$ cat config.mk
export PLATFORM = sky130hd
export DESIGN_NAME = cla_slice_sequencer
export DESIGN_NICKNAME = d
export VERILOG_FILES = /design/src/rtl/cla_slice_sequencer.sv
export SDC_FILE = /design/constraint.sdc
export NUM_CORES = 1
export LEC_CHECK = 0
export BUFFER_PORTS_ARGS = -buffer_cell sky130_fd_sc_hd__buf_2
export CAP_MARGIN = 20
export CORE_UTILIZATION = 48
export DETAILED_ROUTE_END_ITERATION = 7
export PLACE_DENSITY = 0.75
export SYNTH_ARGS = -nofsm -noshare
export SYNTH_HDL_FRONTEND = slang
export SYNTH_SLANG_ARGS = --single-unit
$ cat constraint.sdc
create_clock -name clk -period 2.15 [get_ports clk]
set_clock_uncertainty 0.15 [all_clocks]
set_input_delay 0.215 -clock clk [delete_from_list [all_inputs] [get_ports clk]]
set_output_delay 0.215 -clock clk [all_outputs]
set_load 0.01 [all_outputs]
$ cat src/rtl/cla_slice_sequencer.sv
// Drives one external 4-bit registered CLA slice nibble by nibble to add/subtract WIDTH-bit operands.
// Optional saturation of signed-overflowing results is enabled with `define CLA_SEQ_SAT_EN.
module cla_slice_sequencer #(
   parameter int unsigned WIDTH   = 16,
   parameter int unsigned CLA_LAT = 2
) (
   input  logic             clk,
   input  logic             rst_n,
   input  logic             in_valid,
   output logic             in_ready,
   input  logic [WIDTH-1:0] in_a,
   input  logic [WIDTH-1:0] in_b,
   input  logic             in_sub,
`ifdef CLA_SEQ_SAT_EN
   input  logic             in_sat,
`endif
   output logic             out_valid,
   input  logic             out_ready,
   output logic [WIDTH-1:0] out_sum,
   output logic             out_cout,
   output logic             out_ovf,
   output logic             busy,
   output logic [3:0]       cla_a,
   output logic [3:0]       cla_b,
   output logic             cla_cin,
   input  logic [3:0]       cla_s,
   input  logic             cla_cout
);

   localparam int unsigned NSL   = WIDTH / 4;
   localparam int unsigned IDX_W = (NSL > 1) ? $clog2(NSL) : 1;
   localparam int unsigned CNT_W = (CLA_LAT > 0) ? $clog2(CLA_LAT + 1) : 1;

   localparam logic [1:0] S_IDLE  = 2'd0;
   localparam logic [1:0] S_SLICE = 2'd1;
   localparam logic [1:0] S_DONE  = 2'd2;

   logic [1:0]            state_q, state_nxt;
   logic [NSL-1:0][3:0]   a_q, a_nxt;
   logic [NSL-1:0][3:0]   b_q, b_nxt;
   logic [NSL-1:0][3:0]   sum_q, sum_nxt;
   logic [IDX_W-1:0]      idx_q, idx_nxt;
   logic [CNT_W-1:0]      cnt_q, cnt_nxt;
   logic                  cout_nxt;
   logic                  ovf_nxt;
   logic                  valid_nxt;
   logic                  ready_nxt;
   logic                  busy_nxt;
   logic [3:0]            cla_a_nxt;
   logic [3:0]            cla_b_nxt;
   logic                  cla_cin_nxt;
   logic                  ovf_c;
   logic [WIDTH-1:0]      b_eff;
`ifdef CLA_SEQ_SAT_EN
   logic                  sat_q, sat_nxt;
`endif

   // Subtraction is A + ~B + 1: invert B here, the +1 enters as the first carry-in.
   assign b_eff   = in_b ^ {WIDTH{in_sub}};
   assign out_sum = sum_q;

   // Next-state and next-output logic.
   always_comb begin
      state_nxt   = state_q;
      a_nxt       = a_q;
      b_nxt       = b_q;
      sum_nxt     = sum_q;
      idx_nxt     = idx_q;
      cnt_nxt     = cnt_q;
      cout_nxt    = out_cout;
      ovf_nxt     = out_ovf;
      valid_nxt   = out_valid;
      ready_nxt   = in_ready;
      busy_nxt    = busy;
      cla_a_nxt   = cla_a;
      cla_b_nxt   = cla_b;
      cla_cin_nxt = cla_cin;
      ovf_c       = 1'b0;
`ifdef CLA_SEQ_SAT_EN
      sat_nxt     = sat_q;
`endif

      case (state_q)
         S_IDLE: begin
            if (in_valid) begin
               a_nxt       = in_a;
               b_nxt       = b_eff;
               cla_a_nxt   = in_a[3:0];
               cla_b_nxt   = b_eff[3:0];
               cla_cin_nxt = in_sub;
               idx_nxt     = '0;
               cnt_nxt     = '0;
               ready_nxt   = 1'b0;
               busy_nxt    = 1'b1;
               state_nxt   = S_SLICE;
`ifdef CLA_SEQ_SAT_EN
               sat_nxt     = in_sat;
`endif
            end
         end

         S_SLICE: begin
            if (cnt_q == CNT_W'(CLA_LAT)) begin
               // Slice output is settled: capture it and ripple the carry into the next step.
               cnt_nxt        = '0;
               sum_nxt[idx_q] = cla_s;
               cla_cin_nxt    = cla_cout;
               if (idx_q == IDX_W'(NSL - 1)) begin
                  ovf_c = (a_q[NSL-1][3] == b_q[NSL-1][3]) && (cla_s[3] != a_q[NSL-1][3]);
`ifdef CLA_SEQ_SAT_EN
                  if (sat_q && ovf_c)
                     sum_nxt = a_q[NSL-1][3] ? {1'b1, {(WIDTH-1){1'b0}}}
                                             : {1'b0, {(WIDTH-1){1'b1}}};
`endif
                  ovf_nxt     = ovf_c;
                  cout_nxt    = cla_cout;
                  valid_nxt   = 1'b1;
                  cla_a_nxt   = '0;
                  cla_b_nxt   = '0;
                  cla_cin_nxt = 1'b0;
                  state_nxt   = S_DONE;
               end else begin
                  idx_nxt   = idx_q + IDX_W'(1);
                  cla_a_nxt = a_q[idx_nxt];
                  cla_b_nxt = b_q[idx_nxt];
               end
            end else begin
               cnt_nxt = cnt_q + CNT_W'(1);
            end
         end

         S_DONE: begin
            if (out_ready) begin
               valid_nxt = 1'b0;
               busy_nxt  = 1'b0;
               ready_nxt = 1'b1;
               state_nxt = S_IDLE;
            end
         end

         default: begin
            valid_nxt = 1'b0;
            busy_nxt  = 1'b0;
            ready_nxt = 1'b1;
            state_nxt = S_IDLE;
         end
      endcase
   end

   // State and registered outputs; reset aborts any operation in flight.
   always_ff @(posedge clk or negedge rst_n) begin
      if (!rst_n) begin
         state_q   <= S_IDLE;
         a_q       <= '0;
         b_q       <= '0;
         sum_q     <= '0;
         idx_q     <= '0;
         cnt_q     <= '0;
         out_cout  <= 1'b0;
         out_ovf   <= 1'b0;
         out_valid <= 1'b0;
         in_ready  <= 1'b1;
         busy      <= 1'b0;
         cla_a     <= '0;
         cla_b     <= '0;
         cla_cin   <= 1'b0;
`ifdef CLA_SEQ_SAT_EN
         sat_q     <= 1'b0;
`endif
      end else begin
         state_q   <= state_nxt;
         a_q       <= a_nxt;
         b_q       <= b_nxt;
         sum_q     <= sum_nxt;
         idx_q     <= idx_nxt;
         cnt_q     <= cnt_nxt;
         out_cout  <= cout_nxt;
         out_ovf   <= ovf_nxt;
         out_valid <= valid_nxt;
         in_ready  <= ready_nxt;
         busy      <= busy_nxt;
         cla_a     <= cla_a_nxt;
         cla_b     <= cla_b_nxt;
         cla_cin   <= cla_cin_nxt;
`ifdef CLA_SEQ_SAT_EN
         sat_q     <= sat_nxt;
`endif
      end
   end

endmodule

==> results of run 1 <==
## layout make-up
| cell class | instances | area share [%] |
|---|---|---|
| Tap cell | 77 | 2.40 |
| Multi-Input combinational cell | 195 | 33.2 |
| Timing Repair Buffer | 106 | 17.5 |
| Clock inverter | 2 | 0.249 |
| Sequential cell | 68 | 42.4 |
| Clock buffer | 13 | 3.96 |
| Inverter | 3 | 0.280 |
## placed cells by master (no fill, tap or decap), types with 5 or more instances in the layout
cell and n:
clkbuf_8 11, o21ai_1 17, nor3_1 10, buf_2 71, mux4_2 8, nand2_1 77, xnor2_1 12, a21oi_1 9
ha_1 5, buf_4 5, dlygate4sd3_1 29, a31oi_1 5, mux2_2 16, dfrtp_1 67
## sequential cells by signal, indices dropped and copies added (netlist names), 2 cells and up
name	cells
cnt_q	2
b_q	16
out_sum	16
cla_a	4
idx_q	2
state_q	2
cla_b	4
a_q	16
## power breakdown
part / leakage [nW] / switching (W) / internal, W
Clock: 0.0893 / 0.000465 / 0.000472
Sequential: 0.821 / 0.000372 / 0.00191
Combinational: 1.01 / 0.00113 / 0.00114
## metal layers
metal,vias up,wire length [um],track usage (%)
met4,0,42,5.02
met5,-,0,0
met1,1119,3040,27.1
li1,1155,-,-
met2,75,3230,34.0
met3,6,354,7.16
## stage by stage
| stage | instance area, um2 | power [W] |
|---|---|---|
| floorplan | 3160 | 0.00386 |
| detailed placement | 3560 | 0.00455 |
| global placement | 3560 | 0.00446 |
| global route | 4020 | 0.00590 |
| finish | 4020 | 0.00550 |
| CTS | 4020 | 0.00553 |
## worst paths after layout
check	startpoint	to	slack, ns	cells past startpoint
max reg2reg	idx_q[1]	cla_b[0]	0.24	5
min in group asynchronous	rst_n	out_sum[0]	0.27	3
min	in_b[13]	b_q[13]	0.006	3
min reg2reg	b_q[3]	b_q[3]	0.33	2
max	idx_q[1]	cla_b[0]	0.24	5
max in group asynchronous	rst_n	in_ready	1.27	3
## tightest hold or removal path, cell delays in order
cell	delay (ns)
buf_2	0.09
xnor2_1	0.11
o21ai_1	0.06
## cells by family after synthesis
| kind of cell | share of synthesized area (%) |
|---|---|
| and+or+nand+nor | 15.5 |
| adders and majority gates | 1.98 |
| buffers and inverters | 4.03 |
| DFF | 53.8 |
| muxes | 13.6 |
| xor gates and xnor gates | 4.43 |
| AOI/OAI and AO/OA | 6.64 |
## what timing repair did
| action | CTS | global route |
|---|---|---|
| endpoints found under the setup margin | 0 | 0 |
| setup buffers | 0 | 0 |
| hold buffers | 29 | 0 |
| hold endpoints to repair | 103 | 0 |
==> metrics.txt, run 1 <==
DIE AREA between 0.006 and 0.007 mm2; post-synth top area cell dfrtp_1; clock root buffer clkbuf_8; DIE WIDTH around 83 um; WS Path Type reg2reg; Starting Density 49.8%; Placed Cells between 400 and 500; Crit-path slowest cell ha_1; drc violations 0; antenna viol nets, final 0; Die Ht slightly above 80 um; first-pass GRT wire length 11300 um; Port-buffer cells 71; Setup WS post-layout between 0.2 and 0.25 ns; Non-Filler Instances 464; Fillers 513; Post-synth EDFFs 0; gpl congestion about 0.78; max-cap viol count 0; period utilization 88.9%; status finished clean; ant diodes 0; Num CTS Buffers 9; gr ovfl total 0; pin count of the biggest net entering global routing 69; crit path buf inv count 1; Clk Latency, worst-skew pair approximately 0.35 ns; worst slew pin tran 0.626 ns; layout cells sized above 1 around a third; num rows 29; dpl hpwl 4290 um; FF/Latch Area about 0.0017 mm2; hold_ws between 0.005 and 0.006 ns; Final setup violation count 0; Reg clk slew, reported paths 0.07 ns; asr flop ratio synth 100%; WP data arrival 1.98 ns; Multi-input gate area between 0.001 and 0.0015 mm2; CTS tree built; max-slew violation count 0; final WL 6660 um; Avg Cell Area, Syn 11.2 um2; Finished Core Util 63.3%; initial antenna violation count 0; Setup TNS 0 ns; Resized cells post-CTS 0; CP max stage delay 0.53 ns; most common cell in the synthesized netlist nand2_1; Worst VDD drop 0.000750 V; via count 2355; crit path cell chain inv_1 > ha_1 > mux4_2 > a22oi_1 > a21oi_1; core area 0.00635 mm2; final hold violation count 0; RSZ-0062 raised after global routing no; Post-layout nets 430; flops & latches, synth 68; area grow syn2layout 26.9%; top_reg_cell synth dfrtp_1; dpl ws 0.247 ns; H-tree Lvls 3; # IOs 72; Synth Net Count between 300 and 400; Rel. slew slack 58.3%; P_leak roughly 1.9 nW; Post-Syn Area 0.00316 mm2; synthesized instance count 283; critical path capture point type flop; min Tclk post-route 1.91 ns; post-detailed-route wirelength per cell 14.4 um; drt initial violations 170; Worst Path Required 2.22 ns; most frequent cells after synthesis nand2_1 (77), dfrtp_1 (67), o21ai_1 (17); Clock Sinks 68; drt pass-1 iters 4; vias in the first global route 2387; top post-synthesis cells by area dfrtp_1 (53%), nand2_1 (9.1%), mux2_2 (5.7%); yosys warns 0; PD cells 1370 mW/mm2; Critical Path Start Type flop; unique cell type count in the Yosys netlist 36; share of the yosys chip area belonging to registers 53.8%; CTS Buffer Depth 2; vias per cell 5.08; Synth top area share roughly 53%; fmax between 0.5 and 0.6 GHz; crit-path leading delay family adder cells; worst-path fanout max 9; worst min path class in2reg; Tot GR Track Use 20.9%
No activity file was read; power rests on OpenSTA's default activity.
==> run 2: changes to the inputs <==
- ABC_AREA: default -> 1
- CORE_UTILIZATION: 48 -> 49
- PLACE_DENSITY: 0.75 -> 0.76
==> metrics.txt, run 2 <==
critical path capture point type flop (unchanged); flops & latches, synth 68 (unchanged); max-cap viol count 0 (unchanged); Clk Latency, worst-skew pair 0.35 ns (about the same); Rel. slew slack 69.7% (was 58.3%); most frequent cells after synthesis nand2_1 (126), dfrtp_1 (67), inv_1 (58) (was nand2_1 (77), dfrtp_1 (67), o21ai_1 (17)); via count 2912 (was 2355); Crit-path slowest cell dfrtp_1 (was ha_1); worst-path fanout max 11 (was 9); gr ovfl total 0 (unchanged); crit path buf inv count 1 (unchanged); drt pass-1 iters 7 (was 4); final WL 7300 um (was 6660 um); WHS Endpoint a_q[2] (was b_q[13]); Num CTS Buffers 9 (unchanged); ant diodes 0 (unchanged); dpl hpwl 5180 um (was 4290 um); top post-synthesis cells by area dfrtp_1 (49%), nand2_1 (14%), inv_1 (6.4%) (was dfrtp_1 (53%), nand2_1 (9.1%), mux2_2 (5.7%)); Worst Path Required 2.24 ns (was 2.22 ns); reg2reg path depth 6 (was 5); CP max stage delay 0.46 ns (was 0.53 ns); # IOs 72 (unchanged); drt initial violations 186 (was 170); initial antenna violation count 0 (unchanged); Clock Sinks 68 (unchanged); Reg clk slew, reported paths 0.08 ns (was 0.07 ns); dpl ws 0.454 ns (was 0.247 ns); Post-synth EDFFs 0 (unchanged); worst slew pin tran 0.454 ns (was 0.626 ns); Synth top area share 49.2% (was 53.0%); yosys warns 0 (unchanged); Multi-input gate area 0.00134 mm2 (was 0.00133 mm2); RSZ-0062 raised after global routing no (unchanged); Setup WS post-layout 0.453 ns (was 0.239 ns); DIE AREA 0.00730 mm2 (was 0.00692 mm2); CTS Buffer Depth 2 (unchanged); launching point of the worst reg2reg path state_q[1] (was idx_q[1]); post-detailed-route wirelength per cell 12.2 um (was 14.4 um); max-slew violation count 0 (unchanged); vias in the first global route 2621 (was 2387); WP data arrival 1.79 ns (was 1.98 ns); DIE WIDTH 85.4 um (was 83.2 um); Resized cells post-CTS 0 (unchanged); Post-CTS Setup Inserts 0 (unchanged); hold path cells 3 (unchanged); Starting Density 50.5% (was 49.8%); hold_ws 0.00480 ns (was 0.00584 ns); final hold violation count 0 (unchanged); status finished clean (unchanged); Fillers 592 (was 513); top_reg_cell synth dfrtp_1 (unchanged); period utilization 78.9% (was 88.9%); area grow syn2layout 23.5% (was 26.9%); H-tree Lvls 3 (unchanged); antenna viol nets, final 0 (unchanged); pin count of the biggest net entering global routing 69 (unchanged); share of the yosys chip area belonging to registers 49.9% (was 53.8%); num rows 30 (was 29); synthesized instance count 419 (was 283); worst min path class in2reg (unchanged); CTS tree built (unchanged); P_leak 2.25 nW (was 1.92 nW); min Tclk post-route 1.70 ns (was 1.91 ns); core area 0.00676 mm2 (was 0.00635 mm2); R2R setup slack 0.45 ns (was 0.24 ns); Critical Path Start Type flop (unchanged); gpl congestion 0.838 (was 0.781); asr flop ratio synth 100% (unchanged); Avg Cell Area, Syn 8.14 um2 (was 11.2 um2); vias per cell 4.88 (was 5.08); layout cells sized above 1 23.6% (was 32.3%); Post-layout nets 559 (was 430); worst r2r dst out_cout (was cla_b[0]); Synth Net Count 466 (was 330); Final setup violation count 0 (unchanged); HP Start in_a[2] (was in_b[13]); most common cell in the synthesized netlist nand2_1 (unchanged); commonest non-fill, non-tap cells in the layout nand2_1 (126), buf_2 (71), dfrtp_1 (67) (was nand2_1 (77), buf_2 (71), dfrtp_1 (67)); Post-Syn Area 0.00341 mm2 (was 0.00316 mm2); Die Ht 85.4 um (was 83.2 um); drc violations 0 (unchanged); Setup TNS 0 ns (unchanged); PD cells 1420 mW/mm2 (was 1370 mW/mm2); crit-path leading delay family simple AND/OR/NAND/NOR gates (was adder cells); clock root buffer clkbuf_8 (unchanged); FF/Latch Area 0.00170 mm2 (unchanged); Tot GR Track Use 21.4% (was 20.9%); WS Path Type reg2reg (unchanged); post-synth top area cell dfrtp_1 (unchanged); crit path cell chain nor2_4 > nand2_4 > inv_4 > nand2_2 > nand2_1 > o21ai_2 (was inv_1 > ha_1 > mux4_2 > a22oi_1 > a21oi_1); fmax 0.589 GHz (was 0.523 GHz); Finished Core Util 62.3% (was 63.3%); most common cell after layout, fill and taps aside nand2_1 (unchanged); first-pass GRT wire length 12100 um (was 11300 um); Port-buffer cells 71 (unchanged); Worst VDD drop 0.000562 V (was 0.000750 V); unique cell type count in the Yosys netlist 27 (was 36)
-- run 2: cell types whose count changed after synthesis, sizes merged, moves of 8 or more --
cell / previous run / this run
mux2: 20 / 0
inv: 3 / 64
nand2: 79 / 139
nand3: 2 / 32
mux4: 8 / 0
o21ai: 18 / 52
nor3: 10 / 0
nor2: 4 / 16
-- run 2: where the power goes --
part	internal, W	switching [W]
Sequential	0.00191	0.000340
Combinational	0.00103	0.00162
Clock	0.000564	0.000498
-- run 2: repair_timing --
item                                    CTS  global route
endpoints found under the setup margin    0             0
hold buffers                             21             0
hold endpoints to repair                 87             0
-- run 2: through the flow --
step                cells  area (um2)  total power (W)
floorplan             419        3410          0.00410
global placement      560        3800          0.00480
detailed placement    560        3800          0.00489
CTS                   597        4210          0.00599
global route          597        4210          0.00646
finish                597        4210          0.00596
-- run 2: cells by family after synthesis --
logic type / count (synthesis) / share of synthesized area, %
AND/OR/NAND/NOR: 188 / 23.9
buffers and inverters: 80 / 10.7
flip-flops: 68 / 49.9
AO/OA/AOI/OAI: 65 / 10.2
XOR/XNOR: 12 / 3.08
adder cells (fa/ha/maj): 5 / 1.83
multiplexers: 1 / 0.294
-- run 2: tightest hold or removal path, delay by kind of cell --
kind	cells	cell delay [ns]
buf+inv	2	0.16
compound gates	1	0.08
-- run 2: cell type report --
cell class / count / share of cell area [%]
clock buffers: 10 / 3.27
clock inverters: 6 / 1.52
inverters: 64 / 5.76
multi-input cells: 271 / 31.8
flip-flops and latches: 68 / 40.4
well taps: 80 / 2.38
repair buffers: 98 / 14.8
-- run 2: worst max-delay path by stage --
stage,depth (start not counted),from,endpoint,slack [ns]
3_3_place_gp,6,state_q[1],out_cout,0.47
4_1_cts,6,state_q[1],out_cout,0.44
3_5_place_dp,6,state_q[1],out_cout,0.45
6_report,6,state_q[1],out_cout,0.45
2_1_floorplan,10,idx_q[0],cla_b[2],0.17
5_1_grt,5,state_q[1],a_q[6],0.28
-- run 2: metal layers --
metal / global-route usage (%) / wire [um] / vias to the layer above / part of all wire, %
met1: 30.3 / 3520 / 1330 / 48
met4: 9.55 / 143 / 0 / 2.0
li1: - / - / 1479 / -
met5: 0 / 0 / - / 0
met3: 2.72 / 350 / 11 / 4.8
met2: 33.0 / 3290 / 92 / 45
